[src/rtl/sc_opsequencer.sv]
// sc_opsequencer: multi-cycle register-transfer command sequencer.
// Accepts one command at a time over a valid/ready handshake. It then steps
// through EXEC (operand read + ALU + shift-register load), SHIFT (count steps),
// WRITE (general-register load) or CLEAR, and DONE (one-cycle done pulse).
// Ports:
//   CLOCK_50 / RESET_InHigh     : clock, synchronous active-high reset
//   cmd*                        : command handshake and fields
//   overflow/carry/negative/zero: ALU flags (active low), captured in EXEC
//   decoder*/mux*/alu*/regSHIFTER*: datapath control word (Moore, registered)
//   done_OutHigh / flags_OutBUS : completion pulse and captured flags
module sc_opsequencer #(
  parameter int DATAWIDTH_DECODER_SELECTION    = 3,
  parameter int DATAWIDTH_MUX_SELECTION        = 3,
  parameter int DATAWIDTH_ALU_SELECTION        = 4,
  parameter int DATAWIDTH_REGSHIFTER_SELECTION = 2,
  parameter int DATAWIDTH_SHIFTCOUNT           = 3
) (
  input  logic                                      SC_OPSEQUENCER_CLOCK_50,
  input  logic                                      SC_OPSEQUENCER_RESET_InHigh,
  input  logic                                      SC_OPSEQUENCER_cmdvalid_InHigh,
  output logic                                      SC_OPSEQUENCER_cmdready_OutHigh,
  input  logic                                      SC_OPSEQUENCER_cmdclear_InHigh,
  input  logic [DATAWIDTH_ALU_SELECTION-1:0]        SC_OPSEQUENCER_cmdalu_InBUS,
  input  logic [DATAWIDTH_MUX_SELECTION-1:0]        SC_OPSEQUENCER_cmdsrcA_InBUS,
  input  logic [DATAWIDTH_MUX_SELECTION-1:0]        SC_OPSEQUENCER_cmdsrcB_InBUS,
  input  logic [DATAWIDTH_DECODER_SELECTION-1:0]    SC_OPSEQUENCER_cmddest_InBUS,
  input  logic [DATAWIDTH_REGSHIFTER_SELECTION-1:0] SC_OPSEQUENCER_cmdshiftdir_InBUS,
  input  logic [DATAWIDTH_SHIFTCOUNT-1:0]           SC_OPSEQUENCER_cmdshiftcount_InBUS,
  input  logic                                      SC_OPSEQUENCER_overflow_InLow,
  input  logic                                      SC_OPSEQUENCER_carry_InLow,
  input  logic                                      SC_OPSEQUENCER_negative_InLow,
  input  logic                                      SC_OPSEQUENCER_zero_InLow,
  output logic [DATAWIDTH_DECODER_SELECTION-1:0]    SC_OPSEQUENCER_decoderclearselection_OutBUS,
  output logic [DATAWIDTH_DECODER_SELECTION-1:0]    SC_OPSEQUENCER_decoderloadselection_OutBUS,
  output logic [DATAWIDTH_MUX_SELECTION-1:0]        SC_OPSEQUENCER_muxselectionBUSA_OutBUS,
  output logic [DATAWIDTH_MUX_SELECTION-1:0]        SC_OPSEQUENCER_muxselectionBUSB_OutBUS,
  output logic [DATAWIDTH_ALU_SELECTION-1:0]        SC_OPSEQUENCER_aluselection_OutBUS,
  output logic                                      SC_OPSEQUENCER_regSHIFTERclear_OutLow,
  output logic                                      SC_OPSEQUENCER_regSHIFTERload_OutLow,
  output logic [DATAWIDTH_REGSHIFTER_SELECTION-1:0] SC_OPSEQUENCER_regSHIFTERshiftselection_OutLow,
  output logic                                      SC_OPSEQUENCER_done_OutHigh,
  output logic [3:0]                                SC_OPSEQUENCER_flags_OutBUS
);

  localparam int DW = DATAWIDTH_DECODER_SELECTION;
  localparam int MW = DATAWIDTH_MUX_SELECTION;
  localparam int AW = DATAWIDTH_ALU_SELECTION;
  localparam int SW = DATAWIDTH_REGSHIFTER_SELECTION;
  localparam int CW = DATAWIDTH_SHIFTCOUNT;

  typedef enum logic [2:0] {
    IDLE  = 3'd0,
    EXEC  = 3'd1,
    SHIFT = 3'd2,
    WRITE = 3'd3,
    CLEAR = 3'd4,
    DONE  = 3'd5
  } state_t;

  state_t state, state_nxt;

  logic          lat_clear;
  logic [AW-1:0] lat_alu;
  logic [MW-1:0] lat_srca, lat_srcb;
  logic [DW-1:0] lat_dest;
  logic [SW-1:0] lat_dir;
  logic [CW-1:0] lat_count;
  logic [CW-1:0] shift_cnt;

  logic          accept;
  logic          eff_clear;
  logic [AW-1:0] eff_alu;
  logic [MW-1:0] eff_srca, eff_srcb;
  logic [DW-1:0] eff_dest, dest_sel;
  logic [SW-1:0] eff_dir;
  logic [CW-1:0] eff_count;

  logic [DW-1:0] n_dclr, n_dld;
  logic [MW-1:0] n_mux_a, n_mux_b;
  logic [AW-1:0] n_alu;
  logic          n_shld, n_ready, n_done;
  logic [SW-1:0] n_shsel;

  assign accept = (state == IDLE) && SC_OPSEQUENCER_cmdvalid_InHigh;

  // Outputs are registered from the next state, so the word for the first
  // busy cycle must see the command fields on the handshake edge itself.
  always_comb begin
    if (state == IDLE) begin
      eff_clear = SC_OPSEQUENCER_cmdclear_InHigh;
      eff_alu   = SC_OPSEQUENCER_cmdalu_InBUS;
      eff_srca  = SC_OPSEQUENCER_cmdsrcA_InBUS;
      eff_srcb  = SC_OPSEQUENCER_cmdsrcB_InBUS;
      eff_dest  = SC_OPSEQUENCER_cmddest_InBUS;
      eff_dir   = SC_OPSEQUENCER_cmdshiftdir_InBUS;
      eff_count = SC_OPSEQUENCER_cmdshiftcount_InBUS;
    end else begin
      eff_clear = lat_clear;
      eff_alu   = lat_alu;
      eff_srca  = lat_srca;
      eff_srcb  = lat_srcb;
      eff_dest  = lat_dest;
      eff_dir   = lat_dir;
      eff_count = lat_count;
    end
    dest_sel = (eff_dest <= DW'(3)) ? eff_dest : '1;
  end

  always_comb begin
    state_nxt = IDLE;
    case (state)
      IDLE:    state_nxt = accept ? (eff_clear ? CLEAR : EXEC) : IDLE;
      EXEC:    state_nxt = ((lat_dir == SW'(1) || lat_dir == SW'(2)) && lat_count != '0)
                           ? SHIFT : WRITE;
      SHIFT:   state_nxt = (shift_cnt <= CW'(1)) ? WRITE : SHIFT;
      WRITE:   state_nxt = DONE;
      CLEAR:   state_nxt = DONE;
      DONE:    state_nxt = IDLE;
      default: state_nxt = IDLE;
    endcase

    n_dclr  = '1;
    n_dld   = '1;
    n_mux_a = '1;
    n_mux_b = '1;
    n_alu   = '1;
    n_shld  = 1'b1;
    n_shsel = '1;
    n_ready = 1'b0;
    n_done  = 1'b0;
    case (state_nxt)
      IDLE:  n_ready = 1'b1;
      EXEC: begin
        n_mux_a = eff_srca;
        n_mux_b = eff_srcb;
        n_alu   = eff_alu;
        n_shld  = 1'b0;
      end
      SHIFT: n_shsel = eff_dir;
      WRITE: n_dld   = dest_sel;
      CLEAR: n_dclr  = dest_sel;
      DONE:  n_done  = 1'b1;
      default: ;
    endcase
  end

  always_ff @(posedge SC_OPSEQUENCER_CLOCK_50) begin
    if (SC_OPSEQUENCER_RESET_InHigh) begin
      state     <= IDLE;
      shift_cnt <= '0;
      lat_clear <= 1'b0;
      lat_alu   <= '1;
      lat_srca  <= '1;
      lat_srcb  <= '1;
      lat_dest  <= '1;
      lat_dir   <= '1;
      lat_count <= '0;
      SC_OPSEQUENCER_flags_OutBUS                    <= '1;
      SC_OPSEQUENCER_decoderclearselection_OutBUS    <= '1;
      SC_OPSEQUENCER_decoderloadselection_OutBUS     <= '1;
      SC_OPSEQUENCER_muxselectionBUSA_OutBUS         <= '1;
      SC_OPSEQUENCER_muxselectionBUSB_OutBUS         <= '1;
      SC_OPSEQUENCER_aluselection_OutBUS             <= '1;
      SC_OPSEQUENCER_regSHIFTERclear_OutLow          <= 1'b1;
      SC_OPSEQUENCER_regSHIFTERload_OutLow           <= 1'b1;
      SC_OPSEQUENCER_regSHIFTERshiftselection_OutLow <= '1;
      SC_OPSEQUENCER_cmdready_OutHigh                <= 1'b1;
      SC_OPSEQUENCER_done_OutHigh                    <= 1'b0;
    end else begin
      state <= state_nxt;
      if (accept) begin
        lat_clear <= SC_OPSEQUENCER_cmdclear_InHigh;
        lat_alu   <= SC_OPSEQUENCER_cmdalu_InBUS;
        lat_srca  <= SC_OPSEQUENCER_cmdsrcA_InBUS;
        lat_srcb  <= SC_OPSEQUENCER_cmdsrcB_InBUS;
        lat_dest  <= SC_OPSEQUENCER_cmddest_InBUS;
        lat_dir   <= SC_OPSEQUENCER_cmdshiftdir_InBUS;
        lat_count <= SC_OPSEQUENCER_cmdshiftcount_InBUS;
      end
      if (state == EXEC) begin
        shift_cnt <= lat_count;
        SC_OPSEQUENCER_flags_OutBUS <= {SC_OPSEQUENCER_overflow_InLow, SC_OPSEQUENCER_carry_InLow,
                                        SC_OPSEQUENCER_negative_InLow, SC_OPSEQUENCER_zero_InLow};
      end else if (state == SHIFT) begin
        shift_cnt <= shift_cnt - CW'(1);
      end
      SC_OPSEQUENCER_decoderclearselection_OutBUS    <= n_dclr;
      SC_OPSEQUENCER_decoderloadselection_OutBUS     <= n_dld;
      SC_OPSEQUENCER_muxselectionBUSA_OutBUS         <= n_mux_a;
      SC_OPSEQUENCER_muxselectionBUSB_OutBUS         <= n_mux_b;
      SC_OPSEQUENCER_aluselection_OutBUS             <= n_alu;
      SC_OPSEQUENCER_regSHIFTERclear_OutLow          <= 1'b1;
      SC_OPSEQUENCER_regSHIFTERload_OutLow           <= n_shld;
      SC_OPSEQUENCER_regSHIFTERshiftselection_OutLow <= n_shsel;
      SC_OPSEQUENCER_cmdready_OutHigh                <= n_ready;
      SC_OPSEQUENCER_done_OutHigh                    <= n_done;
    end
  end

endmodule

[config.mk]
export PLATFORM = sky130hd
export DESIGN_NAME = sc_opsequencer
export DESIGN_NICKNAME = d
export VERILOG_FILES = /design/src/rtl/sc_opsequencer.sv
export SDC_FILE = /design/constraint.sdc
export NUM_CORES = 1
export LEC_CHECK = 0
export CAP_MARGIN = 25
export CORE_MARGIN = 2
export CORE_UTILIZATION = 40
export DETAILED_ROUTE_END_ITERATION = 16
export PLACE_DENSITY = 0.72
export SLEW_MARGIN = 0
export SYNTH_ARGS = -nofsm -noshare
export SYNTH_HDL_FRONTEND = slang
export SYNTH_SLANG_ARGS = --single-unit
[constraint.sdc]
create_clock -name SC_OPSEQUENCER_CLOCK_50 -period 2.1 [get_ports SC_OPSEQUENCER_CLOCK_50]
set_input_delay 0.21 -clock SC_OPSEQUENCER_CLOCK_50 [delete_from_list [all_inputs] [get_ports SC_OPSEQUENCER_CLOCK_50]]
set_output_delay 0.21 -clock SC_OPSEQUENCER_CLOCK_50 [all_outputs]
set_load 0.005 [all_outputs]
### Word-level counts from Yosys, hierarchy flattened

Cells that the tools add are included.

* output and inout bits: 26
* bits of input ports: 26
* word-level logic and storage cells: 66
* flip-flop bits (word level): 50

* eq/ne operators: 11
* bitwise gates (word level): 4
* $add $sub $neg: 1
* order comparisons: 2
* reductions and logical operators: 12
* mux-type cells: 17

Operators by type and width (count)
* 3-bit two-way mux: 8
* 3-bit by 2-bit == test with 1-bit output, second input constant: 4
* 3-bit one-hot mux with 4 select lines: 1
* 2-bit OR reduction: 5
* 3-bit == test, second input constant: 3
* 3-bit by 1-bit == test with 1-bit output, second input constant: 2
* 3-bit zero test: 2
* 1-bit two-way mux: 6
* 4-bit two-way mux: 1
* 1-bit NOT: 4
* 3-bit by 1-bit less-or-equal comparator with 1-bit output, second input constant: 1
* 3-bit by 2-bit less-or-equal comparator with 1-bit output, second input constant: 1
* 3-bit nonzero test: 1
* 3-bit by 1-bit subtractor with 3-bit output, second input constant: 1
* 2-bit by 1-bit == test with 1-bit output, second input constant: 1
* 2-bit == test, second input constant: 1
* 1-bit logical AND: 2
* 2-bit two-way mux: 1
* 2-bit nonzero test: 1
* 1-bit logical OR: 1

### Logic depth before layout (Yosys ltp)

Gate-level depths: netlist (run 1).

* depth after elaboration: 8
* depth in mapped cells: 7
* gate-level depth less buffers: 6

### Worst setup path after synthesis (run 1)

Ideal clock, no wire load.

* kind: flip-flop to flip-flop
* start point: register state[0]
* end point: register SC_OPSEQUENCER_decoderloadselection_OutBUS[2]
* path buffers: 1
* arrival: 1.448 ns
* clock period less this slack: 1.582 ns
* required time: 1.966 ns
* path slack: 0.518 ns
* setup time: 0.134 ns
* stages on the path, launching flop included: 6
* cell sequence: dfxtp_1 > buf_6 > or2_4 > o221ai_4 > nor2_2 > or4_1

* cells in the longest elaborated chain, start to end: 8

Ends and longest elaborated chain
* start, declared: line 60 `state_t state, state_nxt;`
* start signal, assigned: line 170 `state <= state_nxt;`
* 3-bit zero test: line 84, 89, 111
* 1-bit two-way mux: line 89 `if (state == IDLE) begin`
* 3-bit two-way mux (2 in series): line 112 `IDLE: state_nxt = accept ? (eff_clear ? CLEAR : EXEC) : IDLE;`
* 3-bit one-hot mux with 4 select lines: line 111 `case (state)`
* 3-bit by 2-bit == test with 1-bit output: line 131 `case (state_nxt)`
* 1-bit NOT (no line)
* 2-bit OR reduction (no line)
* end signal, assigned: line 188 `SC_OPSEQUENCER_decoderloadselection_OutBUS <= n_dld;`
* end, declared: line 34 `output logic [DATAWIDTH_DECODER_SELECTION-1:0] SC_OPSEQUENCER_decoderloadselection_OutBUS,`

Several ways; a longest one is shown, not always the timed one.
A chain may end at the register's enable or synchronous reset.

### Final worst setup path (run 1)

* start point: register shift_cnt[0]
* end point: register SC_OPSEQUENCER_muxselectionBUSB_OutBUS[0]

* cells in the longest elaborated chain, start to end: 6

Ends and longest elaborated chain
* start, declared: line 68 `logic [CW-1:0] shift_cnt;`
* start signal, assigned: line 181 `shift_cnt <= lat_count;`
* start signal, assigned: line 185 `shift_cnt <= shift_cnt - CW'(1);`
* 3-bit by 1-bit less-or-equal comparator with 1-bit output: line 115 `SHIFT: state_nxt = (shift_cnt <= CW'(1)) ? WRITE : SHIFT;`
* 1-bit two-way mux: line 115
* 3-bit one-hot mux with 4 select lines: line 111
* 3-bit by 1-bit == test with 1-bit output: line 131
* 1-bit NOT (no line)
* 2-bit OR reduction (no line)
* end signal, assigned: line 190 `SC_OPSEQUENCER_muxselectionBUSB_OutBUS <= n_mux_b;`
* end, declared: line 36 `output logic [DATAWIDTH_MUX_SELECTION-1:0] SC_OPSEQUENCER_muxselectionBUSB_OutBUS,`

Every way passes these cells.

==> results of run 1 <==
-- routing by layer --
metal | vias to the layer above | GRT usage
met5 | - | 0
met4 | 0 | 0.0536
met3 | 2 | 0.0511
met2 | 42 | 0.245
met1 | 558 | 0.189
li1 | 613 | -
-- flip-flops by register name, indices dropped and copies added, names as in the netlist --
register	flops
SC_OPSEQUENCER_flags_OutBUS	4
SC_OPSEQUENCER_decoderclearselection_OutBUS	3
lat_dir	2
SC_OPSEQUENCER_done_OutHigh	1
SC_OPSEQUENCER_regSHIFTERload_OutLow	1
SC_OPSEQUENCER_muxselectionBUSA_OutBUS	3
SC_OPSEQUENCER_regSHIFTERshiftselection_OutLow	2
SC_OPSEQUENCER_aluselection_OutBUS	4
SC_OPSEQUENCER_muxselectionBUSB_OutBUS	3
lat_dest	3
lat_count	3
SC_OPSEQUENCER_decoderloadselection_OutBUS	3
SC_OPSEQUENCER_cmdready_OutHigh	1
shift_cnt	3
state	3
-- final cells by class --
cell class	count	area, um^2	share of cell area
sequential	39	781	0.367
multi-input combinational	97	659	0.310
timing repair buffer	54	531	0.250
clock buffer	6	72.6	0.0341
tap	48	60.1	0.0283
inverter	6	22.5	0.0106
-- critical path, stage by stage, from the launching register on --
cell and delay, ns:
dfxtp_1 0.40, ha_1 0.16, o21ba_2 0.16, o221ai_4 0.25, o21ai_2 0.18, or3_1 0.38
-- cell usage in the layout, fill, tap and decap left out, types with 2 or more instances in the layout --
master,n
clkdlybuf4s50_1,50
dfxtp_1,39
nand2_1,23
or3_1,11
a21oi_1,7
nand3b_1,7
inv_1,5
nor2_1,5
clkbuf_8,5
nor2b_1,4
a211o_1,4
mux2i_1,4
buf_4,4
nand2b_1,3
a21o_1,2
nand4bb_1,2
ha_1,2
-- metrics by stage --
stage          worst slack, ns  hold WS [ns]
6_report                 0.453         0.478
3_5_place_dp             0.233         0.471
5_1_grt                  0.323         0.485
3_3_place_gp             0.283         0.452
4_1_cts                  0.445         0.474
2_1_floorplan            0.518         0.314
-- worst max-delay path by stage --
stage               slack, ns                   startpoint                                             end  cells past startpoint
detailed placement       0.23  SC_OPSEQUENCER_RESET_InHigh  SC_OPSEQUENCER_decoderclearselection_OutBUS[1]                      5
global placement         0.28  SC_OPSEQUENCER_RESET_InHigh  SC_OPSEQUENCER_decoderclearselection_OutBUS[1]                      5
CTS                      0.44                 shift_cnt[0]       SC_OPSEQUENCER_muxselectionBUSB_OutBUS[0]                      5
finish                   0.45                 shift_cnt[0]       SC_OPSEQUENCER_muxselectionBUSB_OutBUS[0]                      5
global route             0.32                 shift_cnt[0]       SC_OPSEQUENCER_muxselectionBUSB_OutBUS[2]                      5
floorplan                0.52                     state[0]   SC_OPSEQUENCER_decoderloadselection_OutBUS[2]                      5
-- power groups by stage --
stage          logic, mW  clock network, mW  registers, mW
6_report            1.23              0.441           1.06
5_1_grt             1.37              0.493           1.09
4_1_cts             1.24              0.451           1.07
3_5_place_dp        1.23                  0           1.08
3_3_place_gp        1.20                  0           1.07
2_1_floorplan      0.899                  0           1.03
-- cell families after synthesis --
logic type                 after synthesis  share of synthesized area
AOI/OAI and AO/OA                       21                      0.114
xor gates and xnor gates                 2                     0.0114
adders and majority gates                2                     0.0162
buffers and inverters                   19                     0.0665
DFF                                     39                      0.506
muxes                                    5                     0.0333
other                                    1                    0.00243
and+or+nand+nor                         66                      0.250
==> results by group, run 1 <==
Detailed routing
  • Vias: 1,215
  • Highest metal used: met4
  • DRT Pass-1 Iters: 4
  • Routed Antenna Nets: 0
  • Initial DRC count: 57
  • DRT Wirelength: 3.12 mm
  • Vias per inst: 4.86
  • Routed len/inst: around 12 um
  • Met2 wire len: 1.43 mm
  • Metal-1 WL: 1.45 mm
  • DRC viols: 0
  • Met3 WL post-DR: 229 um

Min path
  • WHS Path Cells: 2
  • WHS Endpoint: lat_count[1]
  • HP Class: reg2reg
  • HP Start: lat_count[1]

Logic synthesis
  • Post-synthesis async set-or-reset flop share: 0
  • Sequential share of the synthesized area: 0.506
  • Syn_nets: 183
  • Most instantiated cells after synthesis: dfxtp_1 (39), nand2_1 (23), or3_1 (11)
  • Synth area leaders: dfxtp_1 (51%), nand2_1 (5.6%), or3_1 (4.5%)
  • Area leader, netlist: dfxtp_1
  • #FFs+latches synth: 39
  • EDFF count, synth: 0
  • Top FF cell, synth: dfxtp_1
  • Average instance area after synthesis: 9.95 um^2
  • Post-synth top area share: 0.506
  • Synth unique cells: 42
  • Yosys Warn Count: 0
  • Most common cell in the netlist: dfxtp_1
  • Mapped Cells: 155
  • Synth Cell Area: 0.00154 mm^2

Clocking
  • Clock latency on the worst-skew pair: 0.28 ns
  • CTS Hold Bufs: 0
  • CTS resizes: 0
  • Clock root buffer: clkbuf_8
  • TritonCTS clock tree: done
  • CTS buffer count: 5
  • CTS clk-pin slew, worst paths: 0.06 ns
  • Setup bufs post-CTS: 0
  • Clk sinks: 39
  • H-tree depth: 2
  • Bufs on Longest Clock Path: 2

Timing
  • Unrepaired setup endpoints after global routing: false
  • Crit path time final: 1.65 ns
  • Final setup vio count: 0
  • Fin crit share: 0.784
  • Final Max Slew Viols: 0
  • Fin. Hold Viols: 0
  • Skew final: 0.00597 ns
  • Fmax: a little over 600 MHz
  • Final TNS setup: 0 ns

Pwr
  • Sw Pwr: 0.935 mW
  • Comb power frac: 0.449
  • Leakage: around 0.83 nW
  • Final Power: between 2 and 3 mW
  • Pint: around 1.8 mW
  • Pwr per Cell Area: about 1300 mW/mm^2
  • Switch share: 0.342
  • Share of total power in the clock network: 0.161
  • Sequential share of power: 0.389
  • VDD IR max: approximately 600 uV

GRT
  • Tot GR Track Use: 0.152
  • Grt ovf: 0
  • Pin count of the biggest net entering global routing: 14
  • Antenna violations before repair: 0
  • First-pass GRT wire length: 5.04 mm
  • Vias in the first global route: approximately 1,100

Setup path
  • Crit-path max FO: 12
  • Critical Path Start Type: register
  • Data required, critical path: 2.26 ns
  • CP arrival: 1.81 ns
  • Reg-to-reg slack, setup: 0.45 ns
  • Crit. End Element: register
  • Reg-to-reg endpoint: SC_OPSEQUENCER_muxselectionBUSB_OutBUS[0]
  • Path depth of the worst reg2reg path: 5
  • RR Startpoint: shift_cnt[0]
  • WS Path Type: reg2reg

Run
  • Max-Cap Viols: 0

Place
  • Placed Area: 0.00205 mm^2
  • Port Buf Inserts: 50
  • Final HPWL DP: 2.39 mm
  • Placed Cells: around 240
  • Gpl congestion: 0.833

Floorplanning
  • Die footprint: 0.00437 mm^2
  • Die H: 66.1 um
  • Initial Utilization: 0.418
  • Die W: 66.1 um
  • I/O pin cnt: 52
  • Core area: 0.00369 mm^2
  • Cell Rows: 22

Finish
  • Cell Count, Final, Fillers Out: 250
  • Area Growth Syn to Fin: 37.8%
  • Antenna Diode Count: 0
  • Finished Cell Area: 0.00213 mm^2
  • Layout Nets: ~230
  • Fillcell total: between 300 and 400
  • Ratio of cells with drive above 1 in the final layout: 0.0941
  • Final core utilization: 0.576

Run status
  • Status: complete, no violations
Power figures use the tool's default switching activity.
==> run 2, diff against run 1 <==
--- a/config.mk
+++ b/config.mk
@@ -7,9 +7,9 @@
 export LEC_CHECK = 0
 export CAP_MARGIN = 25
 export CORE_MARGIN = 2
-export CORE_UTILIZATION = 40
+export CORE_UTILIZATION = 39
 export DETAILED_ROUTE_END_ITERATION = 16
-export PLACE_DENSITY = 0.72
+export PLACE_DENSITY = 0.73
 export SLEW_MARGIN = 0
 export SYNTH_ARGS = -nofsm -noshare
 export SYNTH_HDL_FRONTEND = slang
==> constraint.sdc (replaced) <==
create_clock -name SC_OPSEQUENCER_CLOCK_50 -period 1.45 [get_ports SC_OPSEQUENCER_CLOCK_50]
set_input_delay 0.145 -clock SC_OPSEQUENCER_CLOCK_50 [delete_from_list [all_inputs] [get_ports SC_OPSEQUENCER_CLOCK_50]]
set_output_delay 0.145 -clock SC_OPSEQUENCER_CLOCK_50 [all_outputs]
set_load 0.005 [all_outputs]
==> results by group, run 2 (same netlist as run 1, synthesis figures left out) <==
Timing
  • Hold slack final: 0.404 ns
  • Fmax: 648 MHz
  • Final Max Slew Viols: 0
  • Skew final: just under 0.007 ns
  • Fin crit share: 1.06
  • Setup slack after layout: -0.0940 ns
  • Crit path time final: 1.54 ns
  • Fin. Hold Viols: 0
  • Unrepaired setup endpoints after global routing: true
  • Final setup vio count: 12

Finish
  • Area Growth Syn to Fin: 53.0%
  • Antenna Diode Count: 0
  • Commonest cells after routing, fill and taps aside: clkdlybuf4s50_1 (50), dfxtp_1 (34), nand2_1 (23)
  • Multi-input gate area: 734 um^2
  • Fillcell total: 323
  • Top flop regs: SC_OPSEQUENCER_aluselection_OutBUS x4, SC_OPSEQUENCER_flags_OutBUS x4
  • Reg area: between 700 and 800 um^2
  • Most common cell after layout, fill and taps aside: clkdlybuf4s50_1
  • Layout Nets: 248
  • Final core utilization: 0.630
  • Ratio of cells with drive above 1 in the final layout: 0.235

Place
  • Final HPWL DP: 2.62 mm
  • Gpl congestion: 0.818
  • Port Buf Inserts: 50

Floorplanning
  • Initial Utilization: 0.412
  • Cell Rows: 22
  • Die H: ~67 um
  • Die W: 66.9 um
  • I/O pin cnt: 52
  • Core area: about 0.0037 mm^2
  • Die footprint: 0.00447 mm^2

Run status
  • Failing checks: setup timing
  • Status: complete, but fails checks

Detailed routing
  • DRT Wirelength: about 3.6 mm
  • Routed Antenna Nets: 0
  • DRC viols: 0
  • Vias per inst: 4.78
  • Initial DRC count: 62
  • Vias: between 1,000 and 1,500
  • DRT Pass-1 Iters: 4
  • Routed len/inst: 13.4 um

Setup path
  • Critical Path Start: shift_cnt[1]
  • Critical Path Start Type: register
  • Crit-path max FO: 12
  • CP arrival: 1.72 ns
  • Data required, critical path: 1.62 ns
  • WS Path Type: reg2reg
  • Crit. End Element: register
  • RR Startpoint: shift_cnt[1]

Pwr
  • Pint: about 3 mW
  • Comb power frac: 0.497
  • Leakage: about 0.93 nW
  • Sequential share of power: 0.347
  • Switch share: 0.354
  • VDD IR max: 924 uV
  • Final Power: approximately 4.6 mW
  • Pwr per Cell Area: 1930 mW/mm^2
  • Share of total power in the clock network: 0.156
  • Sw Pwr: 1.61 mW

Clocking
  • H-tree depth: 2
  • Clk sinks: 39
  • Clock latency on the worst-skew pair: 0.30 ns
  • Bufs on Longest Clock Path: 2
  • CTS buffer count: 5
  • TritonCTS clock tree: done
  • CTS clk-pin slew, worst paths: roughly 0.080 ns
  • Clock root buffer: clkbuf_8

GRT
  • Tot GR Track Use: 0.177
  • First-pass GRT wire length: between 5 and 6 mm
  • Vias in the first global route: 1,185
  • Antenna violations before repair: 0
  • Pin count of the biggest net entering global routing: 14
  • Grt ovf: 0

Min path
  • HP Class: in2reg
  • HP Start: SC_OPSEQUENCER_cmdalu_InBUS[2]

Run
  • Max-Cap Viols: 0
run 2: changes by cell type in the layout (fill, tap and decap cells not counted), moves of 2 or more:
cell	previous run	this run
inv_1	5	3
dfxtp_4	0	2
ha_1	2	0
dfxtp_2	0	3
buf_4	4	19
dfxtp_1	39	34
ha_4	0	2
buf_6	0	2
inv_2	1	3
run 2: layout make-up:
type | instances | area share
clock buffer | 6 | 0.0308
clock inverter | 2 | 0.00530
inverter | 6 | 0.00954
multi-input combinational | 97 | 0.311
sequential | 39 | 0.336
tap | 48 | 0.0255
timing repair buffer | 71 | 0.282
run 2: critical path, stage by stage, from the launching register on:
cell,delay [ns]
dfxtp_2,0.33
inv_2,0.06
ha_4,0.12
o21ba_4,0.15
o221ai_4,0.24
o21ai_4,0.14
or3_1,0.38
run 2: per-stage QoR:
| stage | setup slack (ns) | instance area [um^2] | setup TNS [ns] | cells |
|---|---|---|---|---|
| finish | -0.0940 | 2360 | -0.619 | 269 |
| global route | -0.164 | 2360 | -1.97 | 269 |
| CTS | -0.112 | 2350 | -0.989 | 269 |
| detailed placement | -0.251 | 2210 | -4.18 | 261 |
| global placement | -0.203 | 2210 | -3.42 | 261 |
| floorplan | -0.106 | 1580 | -1.12 | 155 |
run 2: final timing paths:
kind | endpoint | cells past startpoint | slack (ns)
worst max-delay path | SC_OPSEQUENCER_muxselectionBUSB_OutBUS[0] | 6 | -0.09
worst max register to register | SC_OPSEQUENCER_muxselectionBUSB_OutBUS[0] | 6 | -0.09
worst min-delay path | SC_OPSEQUENCER_aluselection_OutBUS[2] | 2 | 0.40
worst min register to register | lat_dest[1] | 2 | 0.48
run 2: timing repair:
| item | CTS | global route |
|---|---|---|
| hold endpoints to repair | 0 | 0 |
| pin swaps | 7 | 3 |
| buffers inserted | 2 | 0 |
| resized for setup | 14 | 4 |
| setup endpoints to repair | 20 | 25 |
| hold buffers | 0 | 0 |
run 2: layer usage:
| metal | vias to the layer above | track usage | part of all wire |
|---|---|---|---|
| met5 | - | 0 | 0 |
| met4 | 0 | 0.0969 | 0.028 |
| met3 | 9 | 0.0574 | 0.056 |
| met2 | 41 | 0.266 | 0.49 |
| met1 | 589 | 0.222 | 0.43 |
| li1 | 648 | - | - |
run 2: power by group through the flow:
stage	Clock (mW)	Sequential, mW	Combinational [mW]
after floorplan	0	1.51	1.37
after global placement	0	1.57	2.01
after detailed placement	0	1.58	2.09
after CTS	0.721	1.58	2.21
after global routing	0.784	1.62	2.46
final	0.711	1.58	2.26
==> run 3, diff against run 2 <==
--- a/config.mk
+++ b/config.mk
@@ -7,9 +7,10 @@
 export LEC_CHECK = 0
 export CAP_MARGIN = 25
 export CORE_MARGIN = 2
-export CORE_UTILIZATION = 39
+export CORE_UTILIZATION = 40
 export DETAILED_ROUTE_END_ITERATION = 16
-export PLACE_DENSITY = 0.73
+export DONT_BUFFER_PORTS = 1
+export PLACE_DENSITY = 0.66
 export SLEW_MARGIN = 0
 export SYNTH_ARGS = -nofsm -noshare
 export SYNTH_HDL_FRONTEND = slang
==> results by group, run 3 (same netlist as run 1, synthesis figures left out) <==
Setup path
  • Critical Path Start Type: register
  • Data required, critical path: 1.62 ns
  • RR Startpoint: shift_cnt[1]
  • CP arrival: around 1.8 ns
  • Reg-to-reg endpoint: SC_OPSEQUENCER_muxselectionBUSB_OutBUS[0]
  • Reg-to-reg slack, setup: -0.17 ns
  • WS Path Type: reg2reg
  • Crit-path max FO: 6
  • Crit. End Element: register
  • Path depth of the worst reg2reg path: 6
  • Critical Path Start: shift_cnt[1]

Finish
  • Final core utilization: 0.575
  • Fillcell total: 314
  • Multi-input gate area: 758 um^2
  • Most common cell after layout, fill and taps aside: dfxtp_1
  • Cell Count, Final, Fillers Out: approximately 240
  • Layout Nets: 223
  • Ratio of cells with drive above 1 in the final layout: 0.287
  • Commonest cells after routing, fill and taps aside: dfxtp_1 (34), dlygate4sd3_1 (23), nand2_1 (21)
  • Area Growth Syn to Fin: 37.5%
  • Antenna Diode Count: 0
  • Reg area: between 700 and 800 um^2
  • Finished Cell Area: between 0.002 and 0.0025 mm^2
  • Top flop regs: SC_OPSEQUENCER_aluselection_OutBUS x4, SC_OPSEQUENCER_flags_OutBUS x4

Place
  • Final HPWL DP: 2.33 mm
  • Port Buf Inserts: 0
  • Gpl congestion: ~0.74
  • Placed Cells: about 210
  • Placed Area: 0.00170 mm^2

Detailed routing
  • DRT Pass-1 Iters: 4
  • Initial DRC count: 37
  • Routed Antenna Nets: 0
  • Vias per inst: 4.98
  • Vias: around 1,200
  • DRT Wirelength: about 3.4 mm
  • DRC viols: 0
  • Routed len/inst: 14.2 um

GRT
  • M2 GR Usage: 0.291
  • Pin count of the biggest net entering global routing: 16
  • Top Usage Layer GRT: met2
  • Vias in the first global route: 1,150
  • Global Route met3 Usage: 0.0716
  • Grt ovf: 0
  • Tot GR Track Use: 0.168
  • Met1 Track Usage GR: 0.180
  • First-pass GRT wire length: 5.33 mm
  • Antenna violations before repair: 0

Timing
  • Fin. Hold Viols: 0
  • Fmax: 619 MHz
  • Unrepaired setup endpoints after global routing: true
  • Setup slack after layout: -0.166 ns
  • Slew headroom: 0.646
  • Crit path time final: about 1.6 ns
  • Fin crit share: 1.11
  • Final setup vio count: 19
  • Final Max Slew Viols: 0
  • Skew final: 0.00653 ns
  • Least-Margin Pin Slew: 0.529 ns

Clocking
  • TritonCTS clock tree: done
  • CTS buffer count: 5
  • Clock latency on the worst-skew pair: 0.29 ns
  • Bufs on Longest Clock Path: 2
  • Clk sinks: 39
  • CTS clk-pin slew, worst paths: ~0.07 ns
  • Clock root buffer: clkbuf_8
  • H-tree depth: 2

Pwr
  • Final Power: 4.45 mW
  • Pwr per Cell Area: 2100 mW/mm^2
  • VDD IR max: 693 uV
  • Leakage: 0.839 nW

Floorplanning
  • Core area: 0.00369 mm^2
  • Initial Utilization: 0.418
  • Die H: 66.1 um
  • I/O pin cnt: 52
  • Die W: 66.1 um
  • Cell Rows: 22
  • Die footprint: 0.00437 mm^2

Min path
  • HP Class: in2reg
  • HP Start: SC_OPSEQUENCER_cmddest_InBUS[1]
  • WHS Endpoint: SC_OPSEQUENCER_decoderclearselection_OutBUS[1]
  • WHS Path Cells: 2

Run
  • Max-Cap Viols: 0

Run status
  • Status: complete, but fails checks
  • Failing checks: setup timing
## run 3: worst max-delay path, stage by stage, from the launching register on
cell and delay (ns):
dfxtp_2 0.33, inv_2 0.07, ha_4 0.12, o21ba_4 0.15, o221ai_4 0.32, o21ai_2 0.14
or3_1 0.36
## run 3: report_power, final
group / internal (mW) / switching (mW) / total [mW] / leakage (nW)
Clock: 0.373 / 0.357 / 0.730 / 0.0470
Sequential: 1.37 / 0.243 / 1.61 / 0.322
Combinational: 1.10 / 1.01 / 2.11 / 0.470
Total: 2.84 / 1.61 / 4.45 / 0.839
## run 3: repair_timing
action	4_1_cts	5_1_grt
hold buffers	23	0
endpoints found under the hold margin	25	0
gates resized for setup	11	10
gates cloned	0	1
setup buffers	1	2
endpoints found under the setup margin	32	31
pin swaps	4	5
## run 3: routing by layer
| layer | wire [um] | vias to the layer above | part of all wire |
|---|---|---|---|
| met5 | 0 | - | 0 |
| met4 | 38 | 0 | 0.011 |
| met3 | 249 | 4 | 0.072 |
| met2 | 1790 | 38 | 0.52 |
| met1 | 1370 | 567 | 0.40 |
| li1 | - | 601 | - |
## run 3: per-stage QoR
step	hold WS, ns	TNS, ns	setup slack [ns]
after global placement	0.213	-1.71	-0.146
after CTS	0.0266	-2.14	-0.176
after detailed placement	0.215	-2.95	-0.208
final	0.0287	-1.70	-0.166
after floorplan	0.249	-1.12	-0.106
after global routing	0.0343	-3.28	-0.249
## run 3: worst max path at each step
| stage | end | cells after the start | slack [ns] |
|---|---|---|---|
| after global routing | SC_OPSEQUENCER_muxselectionBUSB_OutBUS[0] | 6 | -0.25 |
| final | SC_OPSEQUENCER_muxselectionBUSB_OutBUS[0] | 6 | -0.17 |
| after CTS | SC_OPSEQUENCER_aluselection_OutBUS[2] | 6 | -0.18 |
| after global placement | SC_OPSEQUENCER_decoderclearselection_OutBUS[0] | 5 | -0.15 |
| after detailed placement | SC_OPSEQUENCER_decoderloadselection_OutBUS[2] | 4 | -0.21 |
| after floorplan | SC_OPSEQUENCER_decoderloadselection_OutBUS[2] | 5 | -0.11 |
## run 3: layout make-up
class	count	share of cell area
Clock buffer	6	0.0389
Clock inverter	1	0.00236
Inverter	6	0.0106
Multi-Input combinational cell	98	0.358
Sequential cell	39	0.372
Tap cell	48	0.0283
Timing Repair Buffer	45	0.190
